==> config.mk <==
export PLATFORM = sky130hd
export DESIGN_NAME = epd_scan_flat
export DESIGN_NICKNAME = d
export VERILOG_FILES = /design/src/rtl/epd_scan_if.sv /design/src/rtl/epd_scan.sv /design/src/flat_wrapper.sv
export SDC_FILE = /design/constraint.sdc
export NUM_CORES = 1
export LEC_CHECK = 0
export CORE_MARGIN = 4
export CORE_UTILIZATION = 40
export CTS_BUF_LIST = sky130_fd_sc_hd__clkbuf_16
export CTS_CLUSTER_DIAMETER = 60
export DETAILED_ROUTE_END_ITERATION = 12
export PLACE_DENSITY = 0.6
export SLEW_MARGIN = 10
export SYNTH_ARGS = -nofsm -noshare
export SYNTH_HDL_FRONTEND = slang
export SYNTH_SLANG_ARGS = --single-unit
==> constraint.sdc <==
create_clock -name clk -period 3.2 [get_ports clk]
set_input_delay 0.64 -clock clk [delete_from_list [all_inputs] [get_ports clk]]
set_output_delay 0.64 -clock clk [all_outputs]
set_load 0.1 [all_outputs]
==> src/rtl/epd_scan_if.sv <==
// epd_scan_if: frame-buffer memory side of the EPD scan controller.
// The memory interface (master) supplies 64-bit pixel words with a
// valid/ready handshake; epd_scan (slave) requests each frame with vsync.
interface epd_scan_if;
  logic        vsync;
  logic [63:0] pix_read;
  logic        pix_read_valid;
  logic        pix_read_ready;

  modport master (
    output pix_read,
    output pix_read_valid,
    input  pix_read_ready,
    input  vsync
  );

  modport slave (
    input  pix_read,
    input  pix_read_valid,
    output pix_read_ready,
    output vsync
  );
endinterface

==> src/rtl/epd_scan.sv <==
// epd_scan: e-paper panel scan controller. Per frame it pulses the gate
// start sequence, then for every gate line streams H_WORDS 64-bit words to
// the source driver as 16-bit beats, latches the line and clocks the gate.
// Optional feature: define EPD_SCAN_BEAT_SWAP_EN to emit the beats of each
// word most-significant first.
module epd_scan #(
  parameter int H_WORDS = 50,
  parameter int V_LINES = 1200
) (
  input  logic        clk,
  input  logic        rst,
  input  logic        en,
  epd_scan_if.slave   mem,
  output logic        epd_gdoe,
  output logic        epd_gdclk,
  output logic        epd_gdsp,
  output logic        epd_sdclk,
  output logic        epd_sdle,
  output logic        epd_sdoe,
  output logic        epd_sdce0,
  output logic [15:0] epd_sd,
  output logic        frame_done,
  output logic        underrun
);

  localparam int WW = $clog2(H_WORDS + 1);
  localparam int LW = $clog2(V_LINES + 1);

  typedef enum logic [2:0] {
    IDLE, VSTART, LINE_DATA, LINE_LATCH, LINE_GATE, FRAME_END
  } state_t;

  state_t          state_q, state_d;
  logic [1:0]      cyc_q;       // cycle index inside VSTART / LINE_LATCH / LINE_GATE
  logic            phase_q;     // beat phase: 0 = data update, 1 = sdclk high
  logic [1:0]      beat_q;      // beat index within the current word
  logic [WW-1:0]   wcnt_q;      // words emitted on the current line
  logic [LW-1:0]   lcnt_q;      // gate line being scanned
  logic [WW-1:0]   fword_q;     // words fetched for the line being fetched
  logic [LW-1:0]   fline_q;     // lines completely fetched this frame
  logic            buf_full_q;
  logic [63:0]     buf_q;       // holds the word until its last beat is sent
  logic [15:0]     sd_q;        // last driven beat, held during stalls
  logic            underrun_q;

  logic            stall, emptying, line_end, accept;
  logic [1:0]      beat_sel;

  // Next state, handshake and panel outputs decoded from the current state.
  always_comb begin
    // NOTE: every signal gets a default before any branch so no path leaves
    // it unassigned, which would otherwise infer a latch.
    state_d            = state_q;
    stall              = 1'b0;
    emptying           = 1'b0;
    line_end           = 1'b0;
    mem.vsync          = 1'b0;
    epd_gdoe           = 1'b0;
    epd_gdclk          = 1'b0;
    epd_gdsp           = 1'b0;
    epd_sdclk          = 1'b0;
    epd_sdle           = 1'b0;
    epd_sdoe           = 1'b0;
    epd_sdce0          = 1'b1;
    frame_done         = 1'b0;
    epd_sd             = sd_q;
    beat_sel           = beat_q;
`ifdef EPD_SCAN_BEAT_SWAP_EN
    beat_sel           = ~beat_q;
`endif

    if (state_q == LINE_DATA) begin
      stall     = !buf_full_q;
      emptying  = buf_full_q && phase_q && (beat_q == 2'd3);
      line_end  = emptying && (wcnt_q == WW'(H_WORDS - 1));
      epd_gdoe  = 1'b1;
      epd_sdce0 = 1'b0;
      epd_sdoe  = 1'b1;
      epd_sdclk = buf_full_q && phase_q;
      if (buf_full_q) epd_sd = buf_q[{beat_sel, 4'h0} +: 16];
    end

    // The next word may arrive in the last cycle of the current one; the
    // fetch side runs one word ahead of the scan, across line boundaries.
    mem.pix_read_ready = ((state_q == VSTART) || (state_q == LINE_DATA)) &&
                         (!buf_full_q || emptying) &&
                         (fline_q < LW'(V_LINES));
    accept = mem.pix_read_valid && mem.pix_read_ready;

    case (state_q)
      IDLE: begin
        if (en) begin
          mem.vsync = 1'b1;
          state_d   = VSTART;
        end
      end
      VSTART: begin
        epd_gdsp  = 1'b1;
        epd_gdclk = (cyc_q == 2'd1) || (cyc_q == 2'd2);
        if (cyc_q == 2'd3) state_d = LINE_DATA;
      end
      LINE_DATA: begin
        if (line_end) state_d = LINE_LATCH;
      end
      LINE_LATCH: begin
        epd_gdoe = 1'b1;
        epd_sdle = 1'b1;
        epd_sdoe = 1'b1;
        if (cyc_q == 2'd1) state_d = LINE_GATE;
      end
      LINE_GATE: begin
        epd_gdoe  = 1'b1;
        epd_gdclk = (cyc_q == 2'd1) || (cyc_q == 2'd2);
        if (cyc_q == 2'd3)
          state_d = (lcnt_q == LW'(V_LINES - 1)) ? FRAME_END : LINE_DATA;
      end
      FRAME_END: begin
        frame_done = 1'b1;
        state_d    = IDLE;
      end
      default: state_d = IDLE;
    endcase
  end

  // State register, counters, prefetch flag and sticky underrun.
  always_ff @(posedge clk) begin
    // NOTE: sequential state uses non-blocking assignments so every register
    // samples the pre-edge values regardless of statement order.
    if (rst) begin
      state_q    <= IDLE;
      cyc_q      <= '0;
      phase_q    <= 1'b0;
      beat_q     <= '0;
      wcnt_q     <= '0;
      lcnt_q     <= '0;
      fword_q    <= '0;
      fline_q    <= '0;
      buf_full_q <= 1'b0;
      sd_q       <= '0;
      underrun_q <= 1'b0;
    end else begin
      state_q <= state_d;
      cyc_q   <= (state_d != state_q) ? 2'd0 : cyc_q + 2'd1;
      sd_q    <= epd_sd;

      if (accept)        buf_full_q <= 1'b1;
      else if (emptying) buf_full_q <= 1'b0;

      if (stall) underrun_q <= 1'b1;

      if (state_q != LINE_DATA) begin
        phase_q <= 1'b0;
        beat_q  <= '0;
        wcnt_q  <= '0;
      end else if (!stall) begin
        phase_q <= !phase_q;
        if (phase_q) begin
          beat_q <= beat_q + 2'd1;
          if (beat_q == 2'd3) wcnt_q <= wcnt_q + WW'(1);
        end
      end

      if (state_q == VSTART)
        lcnt_q <= '0;
      else if ((state_q == LINE_GATE) && (cyc_q == 2'd3))
        lcnt_q <= lcnt_q + LW'(1);

      if (state_q == IDLE) begin
        fword_q <= '0;
        fline_q <= '0;
      end else if (accept) begin
        if (fword_q == WW'(H_WORDS - 1)) begin
          fword_q <= '0;
          fline_q <= fline_q + LW'(1);
        end else begin
          fword_q <= fword_q + WW'(1);
        end
      end
    end
  end

  // Prefetch data register.
  // NOTE: the data word is not reset; buf_full_q qualifies every use of it.
  always_ff @(posedge clk) begin
    if (accept) buf_q <= mem.pix_read;
  end

  assign underrun = underrun_q;

endmodule

==> src/flat_wrapper.sv <==
// flat-port wrapper written by rule: the top's interface ports become plain ports
module epd_scan_flat 
#(
  parameter int H_WORDS = 50,
  parameter int V_LINES = 1200
)
  (clk, rst, en, epd_gdoe, epd_gdclk, epd_gdsp, epd_sdclk, epd_sdle, epd_sdoe, epd_sdce0, epd_sd, frame_done, underrun, mem_pix_read, mem_pix_read_valid, mem_pix_read_ready, mem_vsync);
  epd_scan_if mem_i ();
  input  logic clk;
  input  logic rst;
  input  logic en;
  output logic epd_gdoe;
  output logic epd_gdclk;
  output logic epd_gdsp;
  output logic epd_sdclk;
  output logic epd_sdle;
  output logic epd_sdoe;
  output logic epd_sdce0;
  output logic [15:0] epd_sd;
  output logic frame_done;
  output logic underrun;
  input wire logic [$bits(mem_i.pix_read)-1:0] mem_pix_read;
  input wire logic [$bits(mem_i.pix_read_valid)-1:0] mem_pix_read_valid;
  output wire logic [$bits(mem_i.pix_read_ready)-1:0] mem_pix_read_ready;
  output wire logic [$bits(mem_i.vsync)-1:0] mem_vsync;
  assign mem_i.pix_read = mem_pix_read;
  assign mem_i.pix_read_valid = mem_pix_read_valid;
  assign mem_pix_read_ready = mem_i.pix_read_ready;
  assign mem_vsync = mem_i.vsync;
  epd_scan #(.H_WORDS(H_WORDS), .V_LINES(V_LINES)) u_core (.clk(clk), .rst(rst), .en(en), .mem(mem_i), .epd_gdoe(epd_gdoe), .epd_gdclk(epd_gdclk), .epd_gdsp(epd_gdsp), .epd_sdclk(epd_sdclk), .epd_sdle(epd_sdle), .epd_sdoe(epd_sdoe), .epd_sdce0(epd_sdce0), .epd_sd(epd_sd), .frame_done(frame_done), .underrun(underrun));
endmodule
==> out/metrics.csv <==
stage,metric,value,unit
run_status,status,"complete, no violations",
synthesis,Synth Area in Compound Gates,4.74,%
synthesis,combinational family with the most area after synthesis,simple AND/OR/NAND/NOR gates,
clock_network,clock tree from TritonCTS,done,
cells_and_area,ANT cells,0,
clock_network,clock sink count,124,
worst_setup_path,Reg-to-Reg Start,u_core.state_q[0]$_SDFF_PP0_,
sta,Clock Skew,0.00542,ns
synthesis,Yosys top cell area share,36.4,%
sta,"Slew Viols, Final",0,
synthesis,Main synth FF type,edfxtp_1,
placement,port bufs,94,
sta,setup TNS,0,ns
synthesis,post-synthesis sequential area ratio,59.2,%
hold_path,Hold Startpoint,u_core.cyc_q[0]$_SDFF_PP0_,
detailed_routing,vias after detailed routing,3423,
detailed_routing,Avg WL per Cell,15.4,um
sta,Fmax,327,MHz
clock_network,CTS Buffer Depth,2,
worst_setup_path,worst path cell trace,or3b_1 -> nor2_4 -> buf_4 -> mux2_2 -> buf_12,
global_routing,initial antenna violation count,0,
clock_network,CTS Buf Count,17,
run,max cap viols,0,
synthesis,post-synthesis mux area share,11.2,%
global_routing,GRT met2 Usage,26.1,%
synthesis,post-synthesis adder-cell area fraction,2.13,%
sta,RSZ-0062 raised after global routing,no,
worst_setup_path,CP arrival,2.42,ns
hold_path,hold path depth,1,
synthesis,XOR/XNOR Fraction of Synth Area,3.98,%
worst_setup_path,Worst Path Required,2.56,ns
synthesis,Synth top cells by count,"edfxtp_1, dfxtp_1, nor2_1",
sta,Final Hold Viols,0,
global_routing,grt total ovfl,0,
hold_path,min-delay worst type,reg2reg,
synthesis,synthesized flop and latch total,124,
synthesis,simple-gate share of the synthesized area,15.4,%
synthesis,"area leader, netlist",edfxtp_1,
worst_setup_path,crit path max-delay cell type,or3b_1,
cells_and_area,layout cells sized above 1,22.2,%
detailed_routing,Detailed Routing Iterations Pass 1,4,
worst_setup_path,crit path max fanout,19,
clock_network,Root Buffer,clkbuf_16,
detailed_routing,total wire length,10700,um
cells_and_area,Layout Nets,586,
synthesis,largest cells by area after synthesis,"edfxtp_1, dfxtp_1, mux4_2, mux2_2, nor2_1",
clock_network,Clock Latency Late Sink,0.41,ns
hold_path,Hold Path End,u_core.cyc_q[0]$_SDFF_PP0_,
synthesis,most frequent cell after synthesis,edfxtp_1,
placement,RD Place Congestion,0.759,
floorplanning,Die Ht,123,um
sta,final setup violation count,0,
clock_network,H-tree Lvls,4,
worst_setup_path,crit path launch type,flop,
floorplanning,boundary pin count,95,
worst_setup_path,"Buf+Inv Stages, Crit Path",2,
worst_setup_path,CP Capture Type,primary output,
worst_setup_path,worst r2r path cells,7,
detailed_routing,ANT nets after route,0,
detailed_routing,vias per inst,4.93,
clock_network,CTS hold repair buffers,0,
pwr,worst vdd ir,406,uV
sta,fin crit share,95.6,%
detailed_routing,# DRC,0,
pwr,Total Power,3830,uW
worst_setup_path,worst r2r dst,u_core.fline_q[4]$_SDFFE_PP0P_,
cells_and_area,Syn-to-layout area delta,34.7,%
synthesis,post-synthesis net count,487,
worst_setup_path,Worst path max stage delay,0.53,ns
synthesis,Post-Syn Area,0.00528,mm^2
pwr,Pleak,0.00248,uW
global_routing,number of global-route vias before repair,3525,
floorplanning,area of the core,0.0128,mm^2
global_routing,global-route wire length before repair,17400,um
clock_network,post-CTS setup buffers,0,
pwr,PwrDens,539,mW/mm^2
synthesis,Yosys cell types,60,
worst_setup_path,internal reg-to-reg setup slack,0.56,ns
global_routing,Most Crowded Layer GR,met2,
synthesis,Synth Instances,410,
synthesis,synth warn,0,
clock_network,post-CTS resize count,0,
sta,Worst-Margin Slew,0.884,ns
floorplanning,Starting Density,41.3,%
floorplanning,Die Footprint,0.0151,mm^2
floorplanning,Site Rows,41,
global_routing,GRT Total Usage,15.3,%
synthesis,number of flops mapped to enable cells by yosys,64,
worst_setup_path,critical path depth,5,
sta,Period minus WS final,3.06,ns
worst_setup_path,Top delay family on crit path,simple AND/OR/NAND/NOR gates,
synthesis,syn_area_per_cell,12.9,um^2
clock_network,"Clk pin slew, worst setup/hold paths",0.05,ns
global_routing,met3 track utilization from global routing,4.79,%
worst_setup_path,critical path class,reg2out,
synthesis,Async SR Flop Fraction,0,%
floorplanning,Die W,123,um
detailed_routing,drt first-iter violations,270,
sta,Rel. slew slack,40.5,%
global_routing,met1 usage,17.9,%
placement,dpl hpwl,7610,um
global_routing,largest net degree at the start of global routing,41,
-- routing by layer --
layer | up-vias | wire, um
li1 | 1698 | -
met1 | 1639 | 4400
met5 | - | 0
met3 | 10 | 487
met2 | 76 | 5640
met4 | 0 | 129
-- metrics by stage --
stage / util [%] / cell area, um^2 / worst slack [ns] / std cells / hold slack [ns]
final: 55.6 / 7110 / 0.140 / 694 / 0.467
after global routing: 55.6 / 7110 / 0.0231 / 694 / 0.495
after CTS: 55.6 / 7110 / 0.118 / 694 / 0.473
after detailed placement: 51.1 / 6530 / 0.560 / 662 / 0.460
after global placement: 51.1 / 6530 / 0.592 / 662 / 0.450
after floorplan: - / 5290 / -0.279 / 410 / 0.436
-- registers in the layout, indices dropped and copies added (netlist names) --
register,count
u_core.buf_q,64
u_core.sd_q,16
u_core.fline_q,11
u_core.lcnt_q,11
u_core.fword_q,6
u_core.wcnt_q,6
u_core.state_q,3
u_core.beat_q,2
u_core.cyc_q,2
u_core.buf_full_q,1
u_core.phase_q,1
u_core.underrun,1
-- layout make-up --
type                       count  area (um^2)
timing repair buffer         102         1160
clock buffer                  17          425
multi-input combinational    252         1990
inverter                      12         45.0
fill                        1052         5670
sequential                   124         3120
clock inverter                15          150
tap                          172          215
-- kinds of logic (layout without fill, tap and decap cells) --
group           after synthesis  in the layout
flops                       124            124
simple gates                148            148
buf+inv                      34            146
compound gates               34             34
fa+ha+maj                     9              9
mux                          37             37
xor+xnor                     24             24
-- placed cells by master, fill, tap and decap left out, types with 8 or more instances in the layout --
| cell type | netlist | layout |
|---|---|---|
| clkbuf_16 | 0 | 17 |
| buf_4 | 1 | 17 |
| buf_12 | 0 | 18 |
| xor2_1 | 12 | 12 |
| a21oi_1 | 11 | 11 |
| dfxtp_1 | 60 | 60 |
| nand4_1 | 8 | 8 |
| and2_1 | 21 | 21 |
| mux2_2 | 16 | 16 |
| nand3_1 | 13 | 13 |
| nor2_1 | 41 | 40 |
| nor3_1 | 10 | 9 |
| inv_1 | 11 | 11 |
| mux4_2 | 16 | 16 |
| nand2_1 | 18 | 18 |
| edfxtp_1 | 64 | 64 |
| clkdlybuf4s50_1 | 0 | 67 |
| ha_1 | 9 | 9 |
| xnor2_1 | 12 | 12 |
-- worst max path at each step --
stage	slack, ns	start	endpoint
2_1_floorplan	-0.28	u_core.beat_q[0]$_SDFFE_PP0P_	mem_pix_read_ready
3_3_place_gp	0.59	u_core.state_q[0]$_SDFF_PP0_	epd_sd[13]
3_5_place_dp	0.56	u_core.state_q[0]$_SDFF_PP0_	epd_sd[14]
4_1_cts	0.12	u_core.state_q[0]$_SDFF_PP0_	epd_sd[15]
5_1_grt	0.02	u_core.state_q[0]$_SDFF_PP0_	epd_sd[8]
6_report	0.14	u_core.state_q[0]$_SDFF_PP0_	epd_sd[15]
-- where the power goes --
part	internal (uW)	switching [uW]	total (uW)
clock network	1140	703	1840
logic	118	126	245
registers	1720	17.1	1740
Power figures use the tool's default switching activity.
